**src/rtl/ts_diff_pkg.sv**
```systemverilog
// -----------------------------------------------------------------------------
// ts_diff_pkg
// Shared definitions for the transport-stream header-diff filter (ts_diff).
//   - word/data widths and frame geometry (3 header + 47 payload words)
//   - required TS sync byte
//   - delay-line stage record and the per-frame decision outcome
//   - helper to classify a frame word index as header or payload
// -----------------------------------------------------------------------------
package ts_diff_pkg;

  localparam int WORD_W      = 33;              // bus word: bit 32 = header tag
  localparam int DATA_W      = 32;              // payload data part of a word
  localparam int HDR_WORDS   = 3;               // channel ID, dest IP, dest port
  localparam int PAY_WORDS   = 47;              // one 188-byte TS packet
  localparam int FRAME_WORDS = HDR_WORDS + PAY_WORDS;
  localparam int LAT         = HDR_WORDS + 1;   // input-to-output latency
  localparam logic [7:0] SYNC_BYTE = 8'h47;

  localparam int IDX_W = $clog2(FRAME_WORDS);

  typedef logic [IDX_W-1:0] idx_t;

  localparam idx_t IDX_LAST   = idx_t'(FRAME_WORDS - 1);
  // First payload word: every header word is already in the delay line here.
  localparam idx_t IDX_DECIDE = idx_t'(HDR_WORDS);

  // One delay-line stage: data word, its position in the frame, whether the
  // slot holds a real sampled word, and whether that word may be emitted.
  typedef struct packed {
    logic [DATA_W-1:0] data;
    idx_t              idx;
    logic              valid;
    logic              keep;
  } stage_t;

  // What happens to the frame at its decision point.
  typedef enum logic [1:0] {
    DEC_NONE,      // not at a decision point
    DEC_EMIT,      // new header: forward header and payload
    DEC_SUPPRESS,  // repeated header: forward payload only
    DEC_DROP       // bad sync byte: forward nothing of this frame
  } decision_e;

  function automatic logic is_hdr(input idx_t idx);
    return idx < idx_t'(HDR_WORDS);
  endfunction

endpackage

```
**src/rtl/ts_diff_hdr_cmp.sv**
```systemverilog
// -----------------------------------------------------------------------------
// ts_diff_hdr_cmp
// Holds the most recently accepted frame header and flags whether a candidate
// header differs from it.
// Ports:
//   clk        in   clock, rising edge
//   rst        in   synchronous active-low reset (forgets the stored header)
//   hdr_i      in   candidate header, word 0 in element 0
//   update_i   in   store hdr_i as the accepted header on this edge
//   changed_o  out  1 when nothing is stored yet or any word differs
// -----------------------------------------------------------------------------
module ts_diff_hdr_cmp
  import ts_diff_pkg::*;
(
  input  logic                              clk,
  input  logic                              rst,
  input  logic [HDR_WORDS-1:0][DATA_W-1:0]  hdr_i,
  input  logic                              update_i,
  output logic                              changed_o
);

  logic [HDR_WORDS-1:0][DATA_W-1:0] hdr_q;
  logic                             valid_q;

  // NOTE: sequential state is always assigned with <= so every register in the
  // design samples pre-edge values regardless of process evaluation order.
  always_ff @(posedge clk) begin
    if (!rst) begin
      valid_q <= 1'b0;
    end else if (update_i) begin
      valid_q <= 1'b1;
    end
  end

  // NOTE: the stored header itself has no reset; valid_q gates every use of
  // it, so whatever it holds before the first update is never looked at.
  always_ff @(posedge clk) begin
    if (update_i) begin
      hdr_q <= hdr_i;
    end
  end

  assign changed_o = !valid_q || (hdr_i != hdr_q);

endmodule

```
**src/rtl/ts_diff.sv**
```systemverilog
// -----------------------------------------------------------------------------
// ts_diff
// Transport-stream framing filter. Frames are 3 header words followed by 47
// payload words. Payload is always forwarded; the header is forwarded (tagged
// with bit 32) only when it differs from the last accepted header. Every word
// leaves exactly LAT (4) clocks after it is sampled, or not at all.
//
// Build option:
//   TS_DIFF_SYNC_CHECK_EN  defined   -> frames whose first payload word lacks
//                                       the 0x47 sync byte are dropped whole
//                          undefined -> sync byte not checked
// Ports:
//   clk         in   clock, rising edge
//   rst         in   synchronous active-low reset
//   ts_din      in   33-bit word; bit 32 reserved/ignored, [31:0] data
//   ts_din_en   in   input word valid; low aborts the frame in progress
//   ts_dout     out  33-bit word; bit 32 = 1 on header words; holds when idle
//   ts_dout_en  out  output word valid
// -----------------------------------------------------------------------------
module ts_diff
  import ts_diff_pkg::*;
(
  input  logic              clk,
  input  logic              rst,
  input  logic [WORD_W-1:0] ts_din,
  input  logic              ts_din_en,
  output logic [WORD_W-1:0] ts_dout,
  output logic              ts_dout_en
);

  // ---------------------------------------------------------------------------
  // State
  // ---------------------------------------------------------------------------
  idx_t              cnt_q, cnt_d;
  stage_t            stage_q [LAT];    // [0] = newest (stage 1), [LAT-1] = stage 4
  stage_t            stage_d [LAT];
  logic              frame_keep_q, frame_keep_d;
  logic [WORD_W-1:0] dout_q, dout_d;
  logic              dout_en_q, dout_en_d;

  logic                             decide;
  logic                             sync_ok;
  logic                             changed;
  logic                             hdr_keep;
  logic                             in_keep;
  decision_e                        dec;
  logic [HDR_WORDS-1:0][DATA_W-1:0] hdr_win;

  // Reserved input bit carries no information.
  logic unused_rsvd;
  assign unused_rsvd = ts_din[WORD_W-1];

  // ---------------------------------------------------------------------------
  // Header window: at the decision point stage 3 holds header word 0, stage 1
  // holds header word 2.
  // ---------------------------------------------------------------------------
  always_comb begin
    for (int i = 0; i < HDR_WORDS; i++) begin
      hdr_win[i] = stage_q[HDR_WORDS-1-i].data;
    end
  end

  ts_diff_hdr_cmp u_hdr_cmp (
    .clk       (clk),
    .rst       (rst),
    .hdr_i     (hdr_win),
    .update_i  (hdr_keep),
    .changed_o (changed)
  );

`ifdef TS_DIFF_SYNC_CHECK_EN
  assign sync_ok = (ts_din[DATA_W-1:DATA_W-8] == SYNC_BYTE);
`else
  assign sync_ok = 1'b1;
`endif

  // ---------------------------------------------------------------------------
  // Next-state logic
  // ---------------------------------------------------------------------------
  // NOTE: every variable driven here gets a default before any condition, so
  // no path leaves a value unassigned and no latch is inferred.
  always_comb begin
    cnt_d        = '0;
    dec          = DEC_NONE;
    hdr_keep     = 1'b0;
    in_keep      = 1'b0;
    frame_keep_d = frame_keep_q;
    dout_d       = dout_q;
    dout_en_d    = 1'b0;

    // Counter runs only while words stream in; any idle clock aborts the frame.
    if (ts_din_en) begin
      cnt_d = (cnt_q == IDX_LAST) ? '0 : cnt_q + 1'b1;
    end

    // The counter only reaches IDX_DECIDE after HDR_WORDS consecutive enabled
    // words, so the header window is guaranteed to hold this frame's header.
    decide = ts_din_en && (cnt_q == IDX_DECIDE);

    if (decide) begin
      if (!sync_ok)     dec = DEC_DROP;
      else if (changed) dec = DEC_EMIT;
      else              dec = DEC_SUPPRESS;
    end

    hdr_keep = (dec == DEC_EMIT);
    if (dec != DEC_NONE) begin
      frame_keep_d = (dec != DEC_DROP);
    end

    // Header words enter unkept and are only released at the decision point,
    // so a frame aborted before it never emits a partial header.
    if (cnt_q == IDX_DECIDE)     in_keep = sync_ok;
    else if (!is_hdr(cnt_q))     in_keep = frame_keep_q;

    stage_d[0].data  = ts_din[DATA_W-1:0];
    stage_d[0].idx   = cnt_q;
    stage_d[0].valid = ts_din_en;
    stage_d[0].keep  = ts_din_en && in_keep;

    for (int i = 1; i < LAT; i++) begin
      stage_d[i] = stage_q[i-1];
      // Header words are moving from stages 1..3 into 2..4 on this edge.
      if (decide) begin
        stage_d[i].keep = hdr_keep;
      end
    end

    if (stage_q[LAT-1].valid && stage_q[LAT-1].keep) begin
      dout_en_d = 1'b1;
      dout_d    = {is_hdr(stage_q[LAT-1].idx), stage_q[LAT-1].data};
    end
  end

  // ---------------------------------------------------------------------------
  // Registers
  // ---------------------------------------------------------------------------
  always_ff @(posedge clk) begin
    if (!rst) begin
      cnt_q        <= '0;
      frame_keep_q <= 1'b0;
      dout_q       <= '0;
      dout_en_q    <= 1'b0;
      for (int i = 0; i < LAT; i++) begin
        stage_q[i] <= '0;
      end
    end else begin
      cnt_q        <= cnt_d;
      frame_keep_q <= frame_keep_d;
      dout_q       <= dout_d;
      dout_en_q    <= dout_en_d;
      for (int i = 0; i < LAT; i++) begin
        stage_q[i] <= stage_d[i];
      end
    end
  end

  assign ts_dout    = dout_q;
  assign ts_dout_en = dout_en_q;

endmodule

```
**config.mk**
```make
export PLATFORM = sky130hd
export DESIGN_NAME = ts_diff
export DESIGN_NICKNAME = d
export VERILOG_FILES = /design/src/rtl/ts_diff_pkg.sv /design/src/rtl/ts_diff_hdr_cmp.sv /design/src/rtl/ts_diff.sv
export SDC_FILE = /design/constraint.sdc
export NUM_CORES = 1
export LEC_CHECK = 0
export ABC_AREA = 1
export CAP_MARGIN = 20
export CORE_MARGIN = 10
export CORE_UTILIZATION = 52
export DETAILED_ROUTE_END_ITERATION = 10
export PLACE_DENSITY = 0.79
export SYNTH_ARGS = -nofsm -noshare
export SYNTH_HDL_FRONTEND = slang
export SYNTH_SLANG_ARGS = --single-unit
```
**constraint.sdc**
```tcl
create_clock -name clk -period 3.7 [get_ports clk]
set_input_delay 0.37 -clock clk [delete_from_list [all_inputs] [get_ports clk]]
set_output_delay 0.37 -clock clk [all_outputs]
set_load 0.01 [all_outputs]
```
After elaboration in Yosys (flattened, before gate mapping)
Memory sizes are Yosys's and may differ from the RTL's.
Cells that the tools add are included.
- bits in registers: 138
- bits in writable memories: 160
- output and inout bits: 34
- memories kept: 1
- memories (memory ; words ; bits a word ; rd ports ; clocked after Yosys merged registers in ; write ports ; line ; source):
    stage_q ; 4 ; 40 ; 4 ; 0 ; 4 ; ts_diff.sv:35 ; stage_t stage_q [LAT];
- add/sub/neg operators: 1
- order comparisons: 2
- equality and inequality tests: 5
- multiplexer cells: 14
- bitwise gates (word level): 6
- reduce and logical (&&, ||, !) cells: 7
- operators with widths (cell ; count):
    $mux W40 ; 4
    $ne A96 B96 Y1 ; 1
    $lt A6 B2 Y1 const B ; 2
    $mux W1 ; 8
    $add A6 B1 Y6 const B ; 1
    $eq A6 B2 Y1 const B ; 1
    $eq A6 B6 Y1 const B ; 1
    $mux W2 ; 2
    $or A1 B1 Y1 ; 4
    $logic_and A1 B1 Y1 ; 3
    $reduce_or A3 Y1 ; 1
    $eq A2 B1 Y1 const B ; 1
    $ne A2 B2 Y1 const B ; 1
    $not A1 Y1 ; 2
    $reduce_bool A2 Y1 ; 1
    $logic_not A1 Y1 ; 1
    $logic_or A1 B1 Y1 ; 1

Longest topological paths before layout
Gate-level depths: netlist of the first run.
An unclocked memory read counts as a cell.
- depth after elaboration: 8
- gate-level depth with buffers: 11
- depth with buffers taken out: 11

Hierarchy
A second synthesis of the first run with hierarchy kept.
- cells, all modules: 1244
- area, all modules: 10786.6 um2
- by module, submodules not included (module ; instances ; cells each ; area an instance (um2)):
    ts_diff ; 1 ; 687 ; 6034.5
    ts_diff_hdr_cmp ; 1 ; 557 ; 4752.1

Worst setup path before layout of the first run
Ideal clock, no wire load.
- path type: register -> register
- start: register u_hdr_cmp.hdr_q[88] (netlist name)
- end: register u_hdr_cmp.hdr_q[0] (netlist name) (enable)
- setup time: 0.450 ns
- arrival: 2.782 ns
- required time: 3.250 ns
- setup slack: 0.468 ns
- stages on the path, launching flop included: 8
- buffers on the path: 0
- clock period less this slack: 3.232 ns
- cell sequence: edfxtp_1 -> xor2_1 -> nor3_4 -> nand2_1 -> nor2_1 -> nand3_1 -> nand2_2 -> inv_1
- cells in the longest elaborated chain, start to end: 5
- ends and longest elaborated chain (element ; line ; source):
    from (decl) ; ts_diff_hdr_cmp.sv:22 ; logic [HDR_WORDS-1:0][DATA_W-1:0] hdr_q;
    from (signal assigned) ; ts_diff_hdr_cmp.sv:39 ; hdr_q <= hdr_i;
    $ne A96 B96 Y1 ; ts_diff_hdr_cmp.sv:43 ; assign changed_o = !valid_q || (hdr_i != hdr_q);
    $logic_or A1 B1 Y1 ; ts_diff_hdr_cmp.sv:43 ;
    $mux W2 ; ts_diff.sv:102 ; else if (changed) dec = DEC_EMIT;
    $mux W2 ; ts_diff.sv:100 ; if (decide) begin
    $eq A2 B1 Y1 ; ts_diff.sv:106 ; hdr_keep = (dec == DEC_EMIT);
No other way between the ends.
A chain may end at the register's enable or synchronous reset.

==> results of run 1 <==
flip-flops by register name (all words and copies together), names as in the netlist:
name,count
ts_dout_en,1
stage_q,160
u_hdr_cmp.hdr_q,96
ts_dout,33
cnt_q,6
frame_keep_q,1
u_hdr_cmp.valid_q,1
layout make-up:
class                   count  area [µm²]
fillers                  1580        7156
inverters                 259       973.4
repair buffers             72       728.2
clock buffers              40       923.4
multi-input cells         583        2497
well taps                 265       331.6
clock inverters            14       117.6
flip-flops and latches    298        6927
placed cells by master (no fill, tap or decap), drive strengths merged:
cell / instances
buf: 5
nor2: 159
edfxtp: 96
nand4: 2
inv: 264
clkbuf: 40
o21ai: 62
nor3b: 1
clkinv: 8
dfxtp: 202
nor3: 2
clkdlybuf4s50: 67
xnor2: 12
bufinv: 1
xor2: 16
or2: 1
ha: 2
nand2: 304
a21oi: 8
nand3: 13
nor4: 1
per-stage QoR:
stage / cells / utilization, %
detailed placement: 1476 / 58.16
global placement: 1476 / 58.16
floorplan: 1167 / -
finish: 1531 / 63.59
CTS: 1530 / 63.45
global route: 1531 / 63.59
worst max-delay path by stage:
stage | from | end | slack (ps) | cells past startpoint
after floorplan | u_hdr_cmp.hdr_q[88] | u_hdr_cmp.hdr_q[0] | 470 | 7
after global routing | stage_q[1][18] | u_hdr_cmp.hdr_q[0] | 1040 | 13
after detailed placement | ts_din_en | u_hdr_cmp.hdr_q[78] | 1130 | 6
final | stage_q[1][18] | u_hdr_cmp.hdr_q[46] | 1280 | 13
after CTS | u_hdr_cmp.hdr_q[85] | u_hdr_cmp.hdr_q[67] | 1110 | 12
after global placement | ts_din_en | u_hdr_cmp.hdr_q[80] | 1160 | 6
critical path, delay by kind of cell (launching register included):
| kind | cells | cell delay, ps |
|---|---|---|
| flops | 1 | 400 |
| simple gates | 9 | 1000 |
| buf+inv | 4 | 740 |
Yosys cell counts:
cell type	instances	share of area, %
sky130_fd_sc_hd__nor3b_1	1	0.071
sky130_fd_sc_hd__nor3_2	1	0.095
sky130_fd_sc_hd__o21ai_0	45	2.1
sky130_fd_sc_hd__nor3_4	1	0.15
sky130_fd_sc_hd__a21oi_1	8	0.38
sky130_fd_sc_hd__ha_1	2	0.24
sky130_fd_sc_hd__xor2_1	16	1.3
sky130_fd_sc_hd__clkinv_1	1	0.036
sky130_fd_sc_hd__or2_0	1	0.060
sky130_fd_sc_hd__nand3_2	1	0.095
sky130_fd_sc_hd__nand4_1	2	0.12
sky130_fd_sc_hd__o21ai_1	17	0.81
sky130_fd_sc_hd__dfxtp_1	202	38
sky130_fd_sc_hd__inv_2	2	0.071
sky130_fd_sc_hd__nand2_2	1	0.060
sky130_fd_sc_hd__nor2_2	3	0.18
sky130_fd_sc_hd__buf_1	1	0.036
sky130_fd_sc_hd__nor2_1	156	5.6
sky130_fd_sc_hd__buf_2	18	0.86
sky130_fd_sc_hd__nand2_1	303	11
sky130_fd_sc_hd__edfxtp_1	96	27
sky130_fd_sc_hd__nand3_1	12	0.57
sky130_fd_sc_hd__nor4_1	1	0.060
sky130_fd_sc_hd__inv_1	256	9.1
sky130_fd_sc_hd__clkbuf_1	8	0.29
sky130_fd_sc_hd__xnor2_1	12	1.0
metal layers:
metal  vias up  part of all wire (%)
met1      2902                    45
met4         0                   2.7
li1       3603                     -
met2       165                    46
met5         -                     0
met3        38                   6.6
logic make-up (layout without fill, tap and decap cells):
kind of cell             count (synthesis)  in the layout  share of synthesized area, %
AND/OR/NAND/NOR                        483            483                         17.84
buffers and inverters                  286            385                         10.42
flip-flops                             298            298                         65.84
AO/OA/AOI/OAI                           70             70                         3.330
adder cells (fa/ha/maj)                  2              2                        0.2378
XOR/XNOR                                28             28                         2.331
report_power, final:
part,switching (mW),internal [mW]
Combinational,0.0976,0.0770
Sequential,0.0477,3.42
Clock,1.20,1.83
==> summary.md, run 1 <==
| Metric | Value |
|---|---|
| Run status | complete, no violations |
| Netlist cell types | 26 |
| Placement Cell Area | 0.01143 mm² |
| Antenna violations before repair | 0 |
| Critical Path End Type | flop |
| Power density of the placed cells | 534.0 mW/mm² |
| Worst setup margin | 1282 ps |
| Share of the cycle needed by the critical path after routing | 65.34% |
| Reported max-cap violation count | 0 |
| Drt pass-1 iters | 7 |
| Wirelength, routed | 17170 µm |
| DP HPWL | 11420 µm |
| Cell repeated most along the worst path | sky130_fd_sc_hd__nor2_1 |
| Area of all placed cells without fillers | 0.01250 mm² |
| Setup repair after global routing missed its margin | false |
| Antenna diodes | 0 |
| Number of sinks handled by clock tree synthesis | 298 |
| Fmax | 413.6 MHz |
| Layout net count | around 1300 |
| I/O Pins | 70 |
| H-tree Lvls | 1 |
| IR Drop Worst-Case VDD | 368.9 µV |
| Setup-failing EPs final | 0 |
| Mean post-synth cell area | between 9 and 10 µm² |
| Die area | 0.02632 mm² |
| CTS Hold Buffers Added | 0 |
| Detailed router's first-iteration violation count | ~460 |
| Clock period minus final worst setup slack | 2418 ps |
| Hold path startpoint | rst |
| Count of vias placed by the detailed router | 6708 |
| Maximum count of clock buffers along a single path | 3 |
| Met1 Resource Use GR | between 15 and 20% |
| Critical Setup Path Class | reg -> reg |
| Via count of the first global-routing pass | roughly 6400 |
| Clock tree from TritonCTS | built |
| Number of flip-flops and latches in the synthesized netlist | 298 |
| FF-to-FF setup slack | between 1000 and 1500 ps |
| Transition at the pin with the smallest max-transition slack | 865.8 ps |
| Crit path DAT | roughly 2700 ps |
| Number of buffers inserted during clock tree synthesis | 29 |
| Number of rows created at floorplan | 51 |
| DIE HEIGHT | 162.2 µm |
| Total power | 6.674 mW |
| Worst hold margin | 298.1 ps |
| Vias per Instance | 4.381 |
| Synthesis warning total | 0 |
| Proportion of synthesized chip area in sequential cells | 65.84% |
| Remaining routing DRC violations | 0 |
| GR Util met3 | 3.134% |
| Synthesized net count | 1205 |
| Largest stage delay, worst path | 400 ps |
| Pre-CTS worst setup slack | around 1100 ps |
| Total Routing Usage GR | between 10% and 20% |
| Maximum clock skew at final layout | between 10 and 15 ps |
| Worst Hold Endpoint | stage_q[3][12] |
| Total of cells resized after clock tree synthesis | 0 |
| Reg-to-reg endpoint | u_hdr_cmp.hdr_q[46] |
| Final number of hold-violating endpoints | 0 |
| Initial Util | 53.53% |
| Routing layer with the top usage in global route | met2 |
| Worst EP required | 3970 ps |
| Cell Chain, Critical Path | nand2_1, inv_1, nor2_1, nor2_1, nand3_1, nor2_1, nand2_1, nor2_1, nand3_1, nand2_2, clkinv_2, buf_4, buf_16 |
| Worst-skew pair later-pin latency | 540 ps |
| Post-Synthesis Cell Area | 0.01052 mm² |
| Worst-path cell with the longest stage delay | sky130_fd_sc_hd__dfxtp_1 |
| Beginning of the worst register-to-register path | stage_q[1][18] |
| Final RePlAce weighted congestion | between 0.7 and 0.8 |
| Synthesized instance count | ~1200 |
| Highest net fanout along the worst path | 53 |
| Final sum of negative setup slack | 0 ps |
| Buffers on Ports | just under 70 |
| Clock tree root driver cell | sky130_fd_sc_hd__clkbuf_16 |
| Min-Delay Path Class | in -> reg |
| Die boundary width | 162.2 µm |
| Worst slew slack as a fraction of its limit | 42.22% |
| CTS clk-pin slew, worst paths | 60 ps |
| Final routed wire length divided by cell count | ~11 µm |
| Overflow after GRT | 0 |
| Post-CTS setup buffers | 0 |
| Share of final-layout standard cells stronger than drive strength 1 | 5.371% |
| Area of the core | 0.01965 mm² |
| Number of pins with negative max-slew slack in the final report | 0 |
| Worst hold stages | 3 |
| Antenna Violating Nets Remaining | 0 |
| Wire length of the first global-routing pass | ~29000 µm |
| Pin count of the biggest net entering global routing | 97 |
| Routing usage on met2 | a little over a fifth |
| Post-synthesis to final-layout area growth | 18.80% |
| P_leak | 6.120 nW |
| Type of origin of the critical path | flop |
| Path depth of the worst reg2reg path | 13 |
Power figures use the tool's default switching activity.
==> run 2: changes to the inputs <==
--- a/config.mk
+++ b/config.mk
@@ -10,7 +10,7 @@
 export CORE_MARGIN = 10
 export CORE_UTILIZATION = 52
 export DETAILED_ROUTE_END_ITERATION = 10
-export PLACE_DENSITY = 0.79
+export PLACE_DENSITY = 0.81
 export SYNTH_ARGS = -nofsm -noshare
 export SYNTH_HDL_FRONTEND = slang
 export SYNTH_SLANG_ARGS = --single-unit
==> constraint.sdc (replaced) <==
create_clock -name clk -period 2.04 [get_ports clk]
set_input_delay 0.204 -clock clk [delete_from_list [all_inputs] [get_ports clk]]
set_output_delay 0.204 -clock clk [all_outputs]
set_load 0.01 [all_outputs]
==> run 2 against run 1 <==
The flow now finishes with violations (negative setup slack). Global-route usage up 0.53 points. Clock skew up 1.8 ps. Combinational power up 92%. Wire length up 8.6%. Setup slack worse by 1300 ps. Critical path type unchanged. Critical endpoint is now u_hdr_cmp.hdr_q[94]. Largest cell class unchanged.
==> summary.md, run 2 (same netlist as run 1, synthesis figures left out) <==
| Metric | Value |
|---|---|
| Area of the core | 0.01965 mm² |
| Cell repeated most along the worst path | sky130_fd_sc_hd__nor2_1 |
| Layout net count | 1295 |
| Setup-failing EPs final | 63 |
| Clock period minus final worst setup slack | between 2000 and 2500 ps |
| Worst-skew pair later-pin latency | 530 ps |
| Cell Chain, Critical Path | nor2_1, nor2_1, nor2_1, nand2_1, nor2_1, nand2_1, nor2_2, nand3_2, nand2_2, clkinvlp_4, buf_12, buf_12 |
| Delay-heaviest family, CP | simple AND/OR/NAND/NOR gates |
| Die boundary width | 162.2 µm |
| Wirelength, routed | 18660 µm |
| FF-to-FF setup slack | -40 ps |
| Power density of the placed cells | 932.1 mW/mm² |
| Final number of hold-violating endpoints | 0 |
| Violations in the final reports | negative setup slack |
| Initial Util | 53.53% |
| Count of vias placed by the detailed router | 6949 |
| Maximum clock skew at final layout | 16.60 ps |
| Share of the cycle needed by the critical path after routing | 102.0% |
| Worst EP required | about 2300 ps |
| P_leak | between 6 and 7 nW |
| Non-filler instance count after layout | 1543 |
| Most common cell after layout, fill and taps aside | sky130_fd_sc_hd__nand2_1 |
| Most frequent cells in the layout | sky130_fd_sc_hd__nand2_1, sky130_fd_sc_hd__inv_1, sky130_fd_sc_hd__dfxtp_1, sky130_fd_sc_hd__nor2_1, sky130_fd_sc_hd__edfxtp_1 |
| Final core occ | 64.29% |
| Worst setup margin | -41.55 ps |
| Run status | finished with violations |
| Vias per Instance | 4.504 |
| Post-synthesis to final-layout area growth | 20.11% |
| Antenna diodes | 0 |
| Overflow after GRT | 0 |
| Critical Path End Type | flop |
| Worst slew slack as a fraction of its limit | 76.01% |
| Via count of the first global-routing pass | 6564 |
| Number of flip-flops under the largest register name | 160 |
| Worst hold margin | between 80 and 90 ps |
| Buffers on Ports | 68 |
| Antenna violations before repair | 0 |
| Number of buffers inserted during clock tree synthesis | 27 |
| Share of final-layout standard cells stronger than drive strength 1 | 6.886% |
| Clock tree from TritonCTS | built |
| Pin count of the biggest net entering global routing | 75 |
| Pre-CTS worst setup slack | 39.46 ps |
| Sum of buffers and inverters on the critical path | 3 |
| Highest net fanout along the worst path | 21 |
| Number of sinks handled by clock tree synthesis | 298 |
| I/O Pins | 70 |
| Remaining routing DRC violations | 0 |
| H-tree Lvls | 1 |
| Transition at the pin with the smallest max-transition slack | approximately 360 ps |
| Final sum of negative setup slack | -1783 ps |
| Setup repair after global routing missed its margin | true |
| Total placed cells including tap cells | 1485 |
| Largest stage delay, worst path | 390 ps |
| Number of rows created at floorplan | ~50 |
| Crit path DAT | 2360 ps |
| Drt pass-1 iters | 5 |
| Final routed wire length divided by cell count | 12.09 µm |
| Maximum count of clock buffers along a single path | 3 |
| CTS Hold Buffers Added | 0 |
| DP HPWL | approximately 12000 µm |
| Register ranked first by flip-flop count | stage_q |
| DIE HEIGHT | 162.2 µm |
| CTS clk-pin slew, worst paths | 60 ps |
| Die area | 0.02632 mm² |
| Worst-path cell with the longest stage delay | sky130_fd_sc_hd__edfxtp_1 |
| Antenna Violating Nets Remaining | 0 |
| Total Routing Usage GR | between 10% and 20% |
| Reported max-cap violation count | 0 |
| Min-Delay Path Class | in -> reg |
| Clock tree root driver cell | sky130_fd_sc_hd__clkbuf_16 |
| Type of origin of the critical path | flop |
| Number of pins with negative max-slew slack in the final report | 0 |
| IR Drop Worst-Case VDD | 791.7 µV |
| Detailed router's first-iteration violation count | 477 |
| Final RePlAce weighted congestion | 0.8241 |
| Fmax | slightly below 500 MHz |
| Wire length of the first global-routing pass | 29860 µm |
| Critical Setup Path Class | reg -> reg |
[run 2: changes by cell type in the layout (fill, tap and decap cells not counted), sizes merged]
cell / previous run / this run
buf: 5 / 19
clkbuf: 40 / 34
inv: 264 / 258
bufinv: 1 / 5
clkinvlp: 0 / 4
clkinv: 8 / 10
[run 2: timing repair]
item,4_1_cts,5_1_grt
gates resized for setup,0,17
hold endpoints to repair,0,0
setup endpoints to repair,0,96
buffers inserted,0,2
[run 2: where the power goes]
group	total, mW	internal (mW)	leakage [nW]	switching (mW)
Combinational	0.336	0.152	3.20	0.184
Clock	5.14	3.10	0.441	2.04
Sequential	6.30	6.21	2.50	0.0893
Total	11.8	9.46	6.15	2.32
[run 2: path summary, 6_finish.rpt]
kind	start	to	depth (start not counted)
min	rst	stage_q[3][7]	3
max	u_hdr_cmp.hdr_q[70]	u_hdr_cmp.hdr_q[94]	12
max reg2reg	u_hdr_cmp.hdr_q[70]	u_hdr_cmp.hdr_q[94]	12
min reg2reg	stage_q[2][6]	stage_q[3][6]	2
[run 2: routing by layer]
layer  up-vias  GRT usage (%)  share of wire [%]
met5         -              0                  0
met4         0          5.294                2.7
met3        42          2.882                5.8
met2       183          22.48                 47
met1      3093          16.16                 44
li1       3631              -                  -
[run 2: cell type report]
cell class | count | area (µm²)
clock buffers | 32 | 704.4
multi-input cells | 583 | 2530
fillers | 1535 | 7018
well taps | 265 | 331.6
inverters | 259 | 975.9
repair buffers | 88 | 940.9
flip-flops and latches | 298 | 6934
clock inverters | 18 | 219.0
[run 2: through the flow]
stage	instance area [µm²]	power, mW
final	12640	11.78
after global routing	12640	12.18
after CTS	12470	11.88
after floorplan	10520	6.610
after global placement	11550	6.733
after detailed placement	11550	6.754
[run 2: worst reg2reg max path: cells and delay by family, from the launching register on]
family	cells	cell delay, ps
and+or+nand+nor	9	970
buffers and inverters	3	460
DFF	1	390
